### src/rtl/wrapctr_pkg.sv
// wrapctr_pkg: shared types and defaults for the wrap-around ticket scheduler
package wrapctr_pkg;
  typedef enum logic [1:0] {IDLE, GRANT, RECONF} state_t;
  localparam int DEF_NUM_REQ = 4;
  localparam int DEF_WIDTH = 10;
  localparam int DEF_RESET_LIMIT = 500;
  localparam int WRAP_CNT_W = 16;
endpackage

### src/rtl/wrapctr_sched_if.sv
// wrapctr_sched_if: request/grant and limit-config bus between clients and the scheduler
interface wrapctr_sched_if #(
  parameter int NUM_REQ = 4,
  parameter int WIDTH = 10
) ();
  logic [NUM_REQ-1:0] req;
  logic [NUM_REQ-1:0] gnt;
  logic [WIDTH-1:0] ticket;
  logic cfg_valid;
  logic [WIDTH-1:0] cfg_limit;
  logic cfg_ready;
  logic [WIDTH-1:0] limit;
  logic [WIDTH-1:0] count;
  logic wrap;
  modport master (output req, cfg_valid, cfg_limit, input gnt, ticket, cfg_ready, limit, count, wrap);
  modport slave (input req, cfg_valid, cfg_limit, output gnt, ticket, cfg_ready, limit, count, wrap);
endinterface

### src/rtl/wrapctr_sched_rr_arbiter.sv
// rr_arbiter: combinational round-robin pick, searching upward from ptr
module rr_arbiter #(
  parameter int NUM_REQ = 4,
  parameter int IW = $clog2(NUM_REQ)
) (
  input  logic [NUM_REQ-1:0] req,
  input  logic [IW-1:0]      ptr,
  output logic [NUM_REQ-1:0] win,
  output logic [IW-1:0]      idx,
  output logic               any
);
  logic [IW-1:0] j;
  always_comb begin
    win = '0;
    idx = '0;
    any = 1'b0;
    j = '0;
    for (int i = 0; i < NUM_REQ; i++) begin
      j = IW'((int'(ptr) + i) % NUM_REQ);
      if (!any && req[j]) begin
        any = 1'b1;
        idx = j;
        win[j] = 1'b1;
      end
    end
  end
endmodule

### src/rtl/wrapctr_sched.sv
// wrapctr_sched: round-robin ticket scheduler owning a 1..limit wrap counter and its limit.
// Optional wrap_count output enabled by WRAPCTR_SCHED_WRAP_CNT_EN.
module wrapctr_sched
  import wrapctr_pkg::*;
#(
  parameter int NUM_REQ = DEF_NUM_REQ,
  parameter int WIDTH = DEF_WIDTH,
  parameter int RESET_LIMIT = DEF_RESET_LIMIT
) (
  input logic clk,
  input logic rst,
  wrapctr_sched_if.slave bus
`ifdef WRAPCTR_SCHED_WRAP_CNT_EN
  , output logic [WRAP_CNT_W-1:0] wrap_count
`endif
);
  localparam int IW = $clog2(NUM_REQ);
  state_t state_q, state_d;
  logic [WIDTH-1:0] count_q, count_d, limit_q, limit_d, pend_q, pend_d, ticket_q, ticket_d, nxt;
  logic [NUM_REQ-1:0] gnt_q, gnt_d, win;
  logic [IW-1:0] ptr_q, ptr_d, idx;
  logic wrap_q, wrap_d, any, accept;

  rr_arbiter #(.NUM_REQ(NUM_REQ), .IW(IW)) u_arb (.req(bus.req), .ptr(ptr_q), .win(win), .idx(idx), .any(any));

  assign accept = bus.cfg_valid && state_q != RECONF;
  assign nxt = count_q == limit_q ? WIDTH'(1) : count_q + 1'b1;

  always_comb begin
    state_d = state_q;
    count_d = count_q;
    limit_d = limit_q;
    pend_d = pend_q;
    ptr_d = ptr_q;
    gnt_d = '0;
    ticket_d = ticket_q;
    wrap_d = 1'b0;
    if (state_q == RECONF) begin
      limit_d = pend_q;
      count_d = count_q > pend_q ? '0 : count_q;
      state_d = IDLE;
    end else if (accept) begin
      pend_d = bus.cfg_limit == '0 ? WIDTH'(1) : bus.cfg_limit;
      state_d = RECONF;
    end else if (any) begin
      count_d = nxt;
      ticket_d = nxt;
      wrap_d = count_q == limit_q;
      gnt_d = win;
      ptr_d = idx == IW'(NUM_REQ - 1) ? '0 : idx + 1'b1;
      state_d = GRANT;
    end else begin
      state_d = IDLE;
    end
  end

  always_ff @(posedge clk) begin
    if (rst) begin
      state_q <= IDLE;
      count_q <= '0;
      limit_q <= WIDTH'(RESET_LIMIT);
      pend_q <= WIDTH'(RESET_LIMIT);
      ptr_q <= '0;
      gnt_q <= '0;
      ticket_q <= '0;
      wrap_q <= 1'b0;
    end else begin
      state_q <= state_d;
      count_q <= count_d;
      limit_q <= limit_d;
      pend_q <= pend_d;
      ptr_q <= ptr_d;
      gnt_q <= gnt_d;
      ticket_q <= ticket_d;
      wrap_q <= wrap_d;
    end
  end

`ifdef WRAPCTR_SCHED_WRAP_CNT_EN
  logic [WRAP_CNT_W-1:0] wcnt_q, wcnt_d;
  always_comb wcnt_d = accept ? '0 : (wrap_d && ~&wcnt_q) ? wcnt_q + 1'b1 : wcnt_q;
  always_ff @(posedge clk) begin
    if (rst) wcnt_q <= '0;
    else wcnt_q <= wcnt_d;
  end
  assign wrap_count = wcnt_q;
`endif

  assign bus.gnt = gnt_q;
  assign bus.ticket = ticket_q;
  assign bus.wrap = wrap_q;
  assign bus.count = count_q;
  assign bus.limit = limit_q;
  assign bus.cfg_ready = state_q != RECONF;
endmodule
### src/flat_wrapper.sv
// flat-port wrapper written by rule: the top's interface ports become plain ports
module wrapctr_sched_flat import wrapctr_pkg::*;
#(
  parameter int NUM_REQ = DEF_NUM_REQ,
  parameter int WIDTH = DEF_WIDTH,
  parameter int RESET_LIMIT = DEF_RESET_LIMIT
)
  (clk, rst, bus_req, bus_cfg_valid, bus_cfg_limit, bus_gnt, bus_ticket, bus_cfg_ready, bus_limit, bus_count, bus_wrap);
  wrapctr_sched_if #(.NUM_REQ(NUM_REQ), .WIDTH(WIDTH)) bus_i ();
  input logic clk;
  input logic rst;
  input wire logic [$bits(bus_i.req)-1:0] bus_req;
  input wire logic [$bits(bus_i.cfg_valid)-1:0] bus_cfg_valid;
  input wire logic [$bits(bus_i.cfg_limit)-1:0] bus_cfg_limit;
  output wire logic [$bits(bus_i.gnt)-1:0] bus_gnt;
  output wire logic [$bits(bus_i.ticket)-1:0] bus_ticket;
  output wire logic [$bits(bus_i.cfg_ready)-1:0] bus_cfg_ready;
  output wire logic [$bits(bus_i.limit)-1:0] bus_limit;
  output wire logic [$bits(bus_i.count)-1:0] bus_count;
  output wire logic [$bits(bus_i.wrap)-1:0] bus_wrap;
  assign bus_i.req = bus_req;
  assign bus_i.cfg_valid = bus_cfg_valid;
  assign bus_i.cfg_limit = bus_cfg_limit;
  assign bus_gnt = bus_i.gnt;
  assign bus_ticket = bus_i.ticket;
  assign bus_cfg_ready = bus_i.cfg_ready;
  assign bus_limit = bus_i.limit;
  assign bus_count = bus_i.count;
  assign bus_wrap = bus_i.wrap;
  wrapctr_sched #(.NUM_REQ(NUM_REQ), .WIDTH(WIDTH), .RESET_LIMIT(RESET_LIMIT)) u_core (.clk(clk), .rst(rst), .bus(bus_i));
endmodule
### config.mk
export PLATFORM = sky130hd
export DESIGN_NAME = wrapctr_sched_flat
export DESIGN_NICKNAME = d
export VERILOG_FILES = /design/src/rtl/wrapctr_pkg.sv /design/src/rtl/wrapctr_sched_if.sv /design/src/rtl/wrapctr_sched_rr_arbiter.sv /design/src/rtl/wrapctr_sched.sv /design/src/flat_wrapper.sv
export SDC_FILE = /design/constraint.sdc
export NUM_CORES = 1
export LEC_CHECK = 0
export CAP_MARGIN = 5
export CELL_PAD_IN_SITES_DETAIL_PLACEMENT = 1
export CELL_PAD_IN_SITES_GLOBAL_PLACEMENT = 1
export CORE_ASPECT_RATIO = 0.7
export CORE_MARGIN = 4
export CORE_UTILIZATION = 39
export CTS_CLUSTER_SIZE = 30
export DETAILED_ROUTE_END_ITERATION = 8
export MAX_ROUTING_LAYER = met4
export PLACE_DENSITY_LB_ADDON = 0.1
export SLEW_MARGIN = 20
export SYNTH_ARGS = -nofsm -noshare
export SYNTH_HDL_FRONTEND = slang
export SYNTH_SLANG_ARGS = --single-unit
### constraint.sdc
create_clock -name clk -period 2.9 [get_ports clk]
set_input_delay 0.435 -clock clk [delete_from_list [all_inputs] [get_ports clk]]
set_output_delay 0.435 -clock clk [all_outputs]
set_load 0.05 [all_outputs]
==> flow_metrics.env, run 1 <==
export IMPL_setup_repair_after_global_routing_missed_its_margin="no"
export IMPL_num_fill_cells=830
export IMPL_finalSetupViolCount=0
export IMPL_htree_num_levels=2
export IMPL_dr_wl_met2_um=3656
export IMPL_hold_path_class="reg2reg"
export IMPL_cts_made_buffers=5
export IMPL_mappedNetlistNets=377
export IMPL_worst_skew_pair_late_latency_ns=0.31
export IMPL_maxSlewHeadroom_pct=65.14
export IMPL_postSynthCellCount=341
export IMPL_cts_hold_fix_buffers=0
export IMPL_fin_worst_skew_ns=0.008210
export IMPL_multi_input_comb_area_um2=1690
export IMPL_grt_antenna_before_repair=0
export IMPL_final_instance_count_without_filler_cells=492
export IMPL_totalNegativeSetupSlack_ns=0
export IMPL_syn_avg_cell_area_um2=8.267
export IMPL_cp_data_arrival_time_ns=2.51
export IMPL_grt_max_degree=18
export IMPL_route_detailed_drc=0
export IMPL_ff_latch_area_um2=980.9
export IMPL_final_period_minus_worst_setup_slack_ns=2.327
export IMPL_die_ht_um=79.13
export IMPL_post_cts_setup_bufs=0
export IMPL_hold_viol_final=0
export IMPL_detailed_place_hpwl_um=6489
export IMPL_dominantRegCellSynth="dfxtp_1"
export IMPL_synthDistinctLibCells=53
export IMPL_average_detailed_routed_wire_length_per_instance_um=16.69
export IMPL_synth_top_area_share_pct=34.80
export IMPL_worst_slew_pin_transition_ns=0.5213
export IMPL_max_cap_check_violation_count=0
export IMPL_timing_critical_path_cells="inv_1 > ha_1 > buf_4 > or3b_1 > a21o_1 > nand3_2 > o311ai_2 > mux2i_1 > o311ai_1"
export IMPL_placement_io_buffers=52
export IMPL_antenna_fix_cells=0
export IMPL_cts_root_to_sink_buffers=2
export IMPL_average_vias_per_placed_instance=5.370
export IMPL_slowest_delay_ns=0.43
export IMPL_place_congestion=0.8792
export IMPL_clkTransAtPathRegs_ns=0.09
export IMPL_cp_start_kind="flip-flop"
export IMPL_vdd_ir_drop_max_mv=0.2078
export IMPL_sequential_fraction_of_the_synthesis_area_pct=34.80
export IMPL_finalCritPeriodShare_pct=80.24
export IMPL_worstPathRequired_ns=3.08
export IMPL_fmaxAchievable_mhz=429.8
export IMPL_die_w_um=109.6
export IMPL_met3_wire_length_um=307
export IMPL_start_util_pct=40.96
export IMPL_totalWireLength_um=8213
export IMPL_tritoncts_clock_tree="built"
export IMPL_placement_row_count=25
export IMPL_count_of_warnings_emitted_by_yosys=0
export IMPL_area_growth_synth_to_final_pct=27.78
export IMPL_finish_net_count=433
export IMPL_worst_path_max_fanout=11
export IMPL_wirelength_met1_um=4186
export IMPL_grt_total_usage_pct=20.41
export IMPL_cp_end_kind="flip-flop"
export IMPL_synth_most_common_cell="nand2_1"
export IMPL_topRoutingLayerUsed="met4"
export IMPL_synth_edff_count=0
export IMPL_number_of_global_route_vias_before_repair=2598
export IMPL_io_pins=53
export IMPL_placement_setup_worst_slack_ns=0.3618
export IMPL_pwr_density_cell_nw_per_um2=477.2
export IMPL_cts_repair_resized=0
export IMPL_synth_area_leader_cell="dfxtp_1"
export IMPL_cts_root_buffer="clkbuf_8"
export IMPL_global_route_wire_length_before_repair_um=13530
export IMPL_drt_first_pass_iters=4
export IMPL_cpMaxStageDelayCell="o311ai_2"
export IMPL_crit_type="reg2reg"
export IMPL_ys_ff_latch=49
export IMPL_fraction_of_layout_instances_using_a_drive_strength_above_1_pct=10.55
export IMPL_run_status="finished, final reports clean"
export IMPL_core_um2=6882
export IMPL_cts_num_sinks=49
export IMPL_cellLeakagePower_nw=1.504
export IMPL_dr_total_vias=2642
export IMPL_synth_area_um2=2819
export IMPL_totalPowerFinal_mw=1.719
export IMPL_grt_ovfl_total=0
export IMPL_share_of_async_settable_or_async_resettable_flops_after_synthesis_pct=0
export IMPL_netlist_top_cells_area="dfxtp_1 35%, ha_1 8.4%, nand2_1 6.9%, a21oi_1 5.3%, nand3_1 4.8%"
export IMPL_fp_dieArea_um2=8674
export IMPL_maxSlewViolCount=0
export IMPL_timing_final_ws_setup_ns=0.5732
export IMPL_dr_first_iter_drc_count=101
export IMPL_synth_common_cells="52 x nand2_1, 49 x dfxtp_1, 30 x a21oi_1"
export IMPL_ant_nets=0
export IMPL_dpl_cell_count=484
export IMPL_postLayoutCoreUtil_pct=52.35
==> registers in the layout, indices dropped and copies added, names as in the netlist <==
register           cells
u_core.bus.wrap        1
u_core.bus.count      10
u_core.pend_q         10
u_core.bus.ticket     10
u_core.bus.limit      10
u_core.ptr_q           2
u_core.bus.gnt         4
u_core.state_q         2
==> layout by cell type (no fill, tap or decap), drive strengths merged, types with 2 or more instances in the layout <==
cell type,synthesis,routed
nand2,54,54
clkdlybuf4s50,0,52
dfxtp,49,49
a21oi,30,30
nand3,28,28
ha,19,19
nor2,16,16
inv,16,16
buf,10,15
o21ai,13,13
o211ai,10,10
xor2,9,9
a21o,7,7
nor2b,6,6
clkbuf,8,6
nor4,5,5
nand4,5,5
nor3,5,5
and2,4,4
a221o,4,4
xnor2,3,3
a22o,3,3
nand3b,3,3
or3,3,3
a211oi,3,3
or2,2,2
nand2b,2,2
mux2,2,2
mux2i,2,2
a211o,2,2
a31oi,2,2
and3,2,2
nor3b,2,2
or3b,2,2
o311ai,2,2
==> report_power, final <==
group	switching, mW	internal (mW)	leakage, nW
Sequential	0.0249	0.706	0.400
Combinational	0.290	0.186	1.05
Clock	0.232	0.281	0.0574
==> per-layer routing <==
layer / up-vias / GRT usage [%]
li1: 1320 / -
met1: 1266 / 29.13
met2: 49 / 30.33
met3: 7 / 3.331
met4: 0 / 4.483
met5: - / -
==> critical path: cells and delay by family (launching register included) <==
kind / cells / cell delay [ns]
AO/OA/AOI/OAI: 3 / 0.65
adder cells (fa/ha/maj): 1 / 0.38
flip-flops: 1 / 0.33
buffers and inverters: 2 / 0.31
AND/OR/NAND/NOR: 2 / 0.29
multiplexers: 1 / 0.24
==> area by class of cell <==
type / count / share of cell area [%]
flip-flops and latches: 49 / 27.23
inverters: 16 / 1.667
multi-input cells: 258 / 46.93
clock buffers: 6 / 2.292
well taps: 94 / 3.265
clock inverters: 2 / 1.042
repair buffers: 67 / 17.58
==> cell families (layout without fill, tap and decap cells) <==
group | count (synthesis) | count (layout) | share of synthesized area [%]
simple gates | 142 | 142 | 25.39
compound gates | 80 | 80 | 20.11
fa+ha+maj | 19 | 19 | 8.433
flops | 49 | 49 | 34.80
mux | 5 | 5 | 2.308
buf+inv | 34 | 91 | 5.238
xor+xnor | 12 | 12 | 3.729
==> metrics by stage <==
step                cell area [um2]  hold slack [ns]
finish                         3602           0.4542
global route                   3602           0.4873
CTS                            3602           0.4595
detailed placement             3482           0.4470
global placement               3482           0.4385
floorplan                      2819           0.4405
==> final timing paths <==
path | slack (ns) | to | from | depth (start not counted)
max | 0.57 | u_core.ptr_q[1]$_SDFFE_PP0P_ | u_core.ptr_q[1]$_SDFFE_PP0P_ | 9
min | 0.45 | u_core.bus.ticket[4]$_SDFFE_PP0P_ | u_core.bus.ticket[4]$_SDFFE_PP0P_ | 2
max reg2reg | 0.57 | u_core.ptr_q[1]$_SDFFE_PP0P_ | u_core.ptr_q[1]$_SDFFE_PP0P_ | 9
min reg2reg | 0.45 | u_core.bus.ticket[4]$_SDFFE_PP0P_ | u_core.bus.ticket[4]$_SDFFE_PP0P_ | 2
No activity file was read; power rests on OpenSTA's default activity.
==> run 2, diff against run 1 <==
--- a/config.mk
+++ b/config.mk
@@ -10,7 +10,7 @@
 export CELL_PAD_IN_SITES_GLOBAL_PLACEMENT = 1
 export CORE_ASPECT_RATIO = 0.7
 export CORE_MARGIN = 4
-export CORE_UTILIZATION = 39
+export CORE_UTILIZATION = 35
 export CTS_CLUSTER_SIZE = 30
 export DETAILED_ROUTE_END_ITERATION = 8
 export MAX_ROUTING_LAYER = met4
==> constraint.sdc (replaced) <==
create_clock -name clk -period 2 [get_ports clk]
set_input_delay 0.3 -clock clk [delete_from_list [all_inputs] [get_ports clk]]
set_output_delay 0.3 -clock clk [all_outputs]
set_load 0.05 [all_outputs]
==> flow_metrics.env, run 2 (synthesis gave the netlist of run 1 again) <==
export IMPL_tritoncts_clock_tree="built"
export IMPL_htree_num_levels=2
export IMPL_cts_made_buffers=5
export IMPL_run_status="finished, final reports clean"
export IMPL_grt_total_usage_pct=20.45
export IMPL_pwr_density_cell_nw_per_um2=689.5
export IMPL_worstPathRequired_ns=2.22
export IMPL_r2r_setup_slack_ns=0.02
export IMPL_maxSlewHeadroom_pct=63.66
export IMPL_cp_end_kind="flip-flop"
export IMPL_ff_latch_area_um2=1027
export IMPL_layout_cells_most_common_list="58 x buf_4, 52 x nand2_1, 50 x clkdlybuf4s50_1"
export IMPL_route_detailed_drc=0
export IMPL_cts_num_sinks=49
export IMPL_number_of_global_route_vias_before_repair=2835
export IMPL_die_ht_um=83.09
export IMPL_maxSlewViolCount=0
export IMPL_dr_total_vias=2838
export IMPL_worst_skew_pair_late_latency_ns=0.29
export IMPL_postLayoutCoreUtil_pct=53.58
export IMPL_grt_antenna_before_repair=0
export IMPL_rr_endpoint="u_core.bus.gnt[3]$_SDFF_PP0_"
export IMPL_average_detailed_routed_wire_length_per_instance_um=17.88
export IMPL_r2r_start="u_core.ptr_q[1]$_SDFFE_PP0P_"
export IMPL_placement_row_count=27
export IMPL_area_growth_synth_to_final_pct=48.96
export IMPL_fp_dieArea_um2=9577
export IMPL_num_fill_cells=926
export IMPL_final_period_minus_worst_setup_slack_ns=1.983
export IMPL_hold_path_class="reg2reg"
export IMPL_grt_ovfl_total=0
export IMPL_most_frequent_standard_cell_in_the_layout_excluding_fill_and_tap_cells="buf_4"
export IMPL_worst_slew_pin_transition_ns=0.5434
export IMPL_place_congestion=0.9083
export IMPL_hold_viol_final=0
export IMPL_ant_nets=0
export IMPL_crit_type="reg2reg"
export IMPL_cellLeakagePower_nw=1.789
export IMPL_critical_path_startpoint="u_core.ptr_q[1]$_SDFFE_PP0P_"
export IMPL_core_um2=7838
export IMPL_placement_io_buffers=52
export IMPL_cts_root_to_sink_buffers=2
export IMPL_timing_critical_path_to="u_core.bus.gnt[3]$_SDFF_PP0_"
export IMPL_worst_path_max_fanout=5
export IMPL_dr_first_iter_drc_count=92
export IMPL_totalWireLength_um=9727
export IMPL_cts_root_buffer="clkbuf_16"
export IMPL_dpl_cell_area_um2=3914
export IMPL_io_pins=53
export IMPL_vdd_ir_drop_max_mv=0.3414
export IMPL_start_util_pct=35.97
export IMPL_fin_worst_skew_ns=0.006113
export IMPL_reg2regPathDepth=7
export IMPL_fin_area_um2=4199
export IMPL_drt_first_pass_iters=4
export IMPL_global_route_wire_length_before_repair_um=15120
export IMPL_antenna_fix_cells=0
export IMPL_average_vias_per_placed_instance=5.217
export IMPL_clkTransAtPathRegs_ns=0.07
export IMPL_finalCritPeriodShare_pct=99.17
export IMPL_cp_start_kind="flip-flop"
export IMPL_die_w_um=115.3
export IMPL_finish_net_count=478
export IMPL_fraction_of_layout_instances_using_a_drive_strength_above_1_pct=26.86
export IMPL_max_cap_check_violation_count=0
export IMPL_cp_data_arrival_time_ns=2.20
export IMPL_cts_hold_fix_buffers=0
export IMPL_grt_max_degree=28
export IMPL_setup_repair_after_global_routing_missed_its_margin="yes"
export IMPL_detailed_place_hpwl_um=7248
export IMPL_multi_input_comb_area_um2=1810
export IMPL_finalSetupViolCount=0
export IMPL_timing_hold_ws_ns=0.4617
export IMPL_fmaxAchievable_mhz=504.2
run 2: area by class of cell:
cell class                      count  area share, %
Sequential cell                    49          24.46
Inverter                           16          1.549
Clock inverter                      3          1.073
Multi-Input combinational cell    258          43.12
Timing Repair Buffer              112          23.81
Clock buffer                        5          2.980
Tap cell                          101          3.010
run 2: routing by layer:
layer	GRT usage, %	vias to the layer above	share of wire [%]
met1	30.73	1364	52
met3	3.132	8	3.0
li1	-	1415	-
met5	-	-	0
met4	4.051	0	0.98
met2	28.83	51	44
run 2: per-stage QoR:
step           instances  power (mW)  setup TNS, ns  worst slack, ns
2_1_floorplan        341       1.594       -0.02961         -0.02961
3_3_place_gp         533       1.875         -2.099          -0.1873
3_5_place_dp         533       1.902         -2.718          -0.2214
4_1_cts              542       2.897       -0.09475         -0.02624
5_1_grt              544       3.042        -0.3464         -0.06398
6_report             544       2.895              0          0.01667
run 2: timing repair:
item | in CTS | in global routing
pin swaps | 4 | 8
gates cloned | 0 | 0
gates resized for setup | 5 | 13
setup buffers | 1 | 2
hold endpoints to repair | 0 | 0
endpoints found under the setup margin | 12 | 15
run 2: how the worst min path moves through the flow:
stage | slack [ns] | start | cells after the start | to
2_1_floorplan | 0.43 | rst | 1 | u_core.ptr_q[1]$_SDFFE_PP0P_
3_3_place_gp | 0.44 | u_core.bus.ticket[8]$_SDFFE_PP0P_ | 2 | u_core.bus.ticket[8]$_SDFFE_PP0P_
3_5_place_dp | 0.45 | u_core.bus.ticket[9]$_SDFFE_PP0P_ | 2 | u_core.bus.ticket[9]$_SDFFE_PP0P_
4_1_cts | 0.46 | u_core.bus.ticket[9]$_SDFFE_PP0P_ | 2 | u_core.bus.ticket[9]$_SDFFE_PP0P_
5_1_grt | 0.47 | u_core.bus.ticket[8]$_SDFFE_PP0P_ | 2 | u_core.bus.ticket[8]$_SDFFE_PP0P_
6_report | 0.46 | u_core.bus.ticket[2]$_SDFFE_PP0P_ | 2 | u_core.bus.ticket[2]$_SDFFE_PP0P_
run 2: critical path: stages (launching register included):
cell and delay [ns]:
dfxtp_4 0.37, inv_6 0.03, ha_4 0.29, mux4_2 0.60, a211oi_4 0.25, a221o_1 0.18, o21ai_1 0.06, a21oi_1 0.12
run 2: power by group:
group / leakage, nW / internal [mW] / total, mW / switching (mW)
Sequential: 0.409 / 1.02 / 1.05 / 0.0357
Combinational: 1.30 / 0.384 / 0.865 / 0.481
Clock: 0.0843 / 0.593 / 0.977 / 0.383
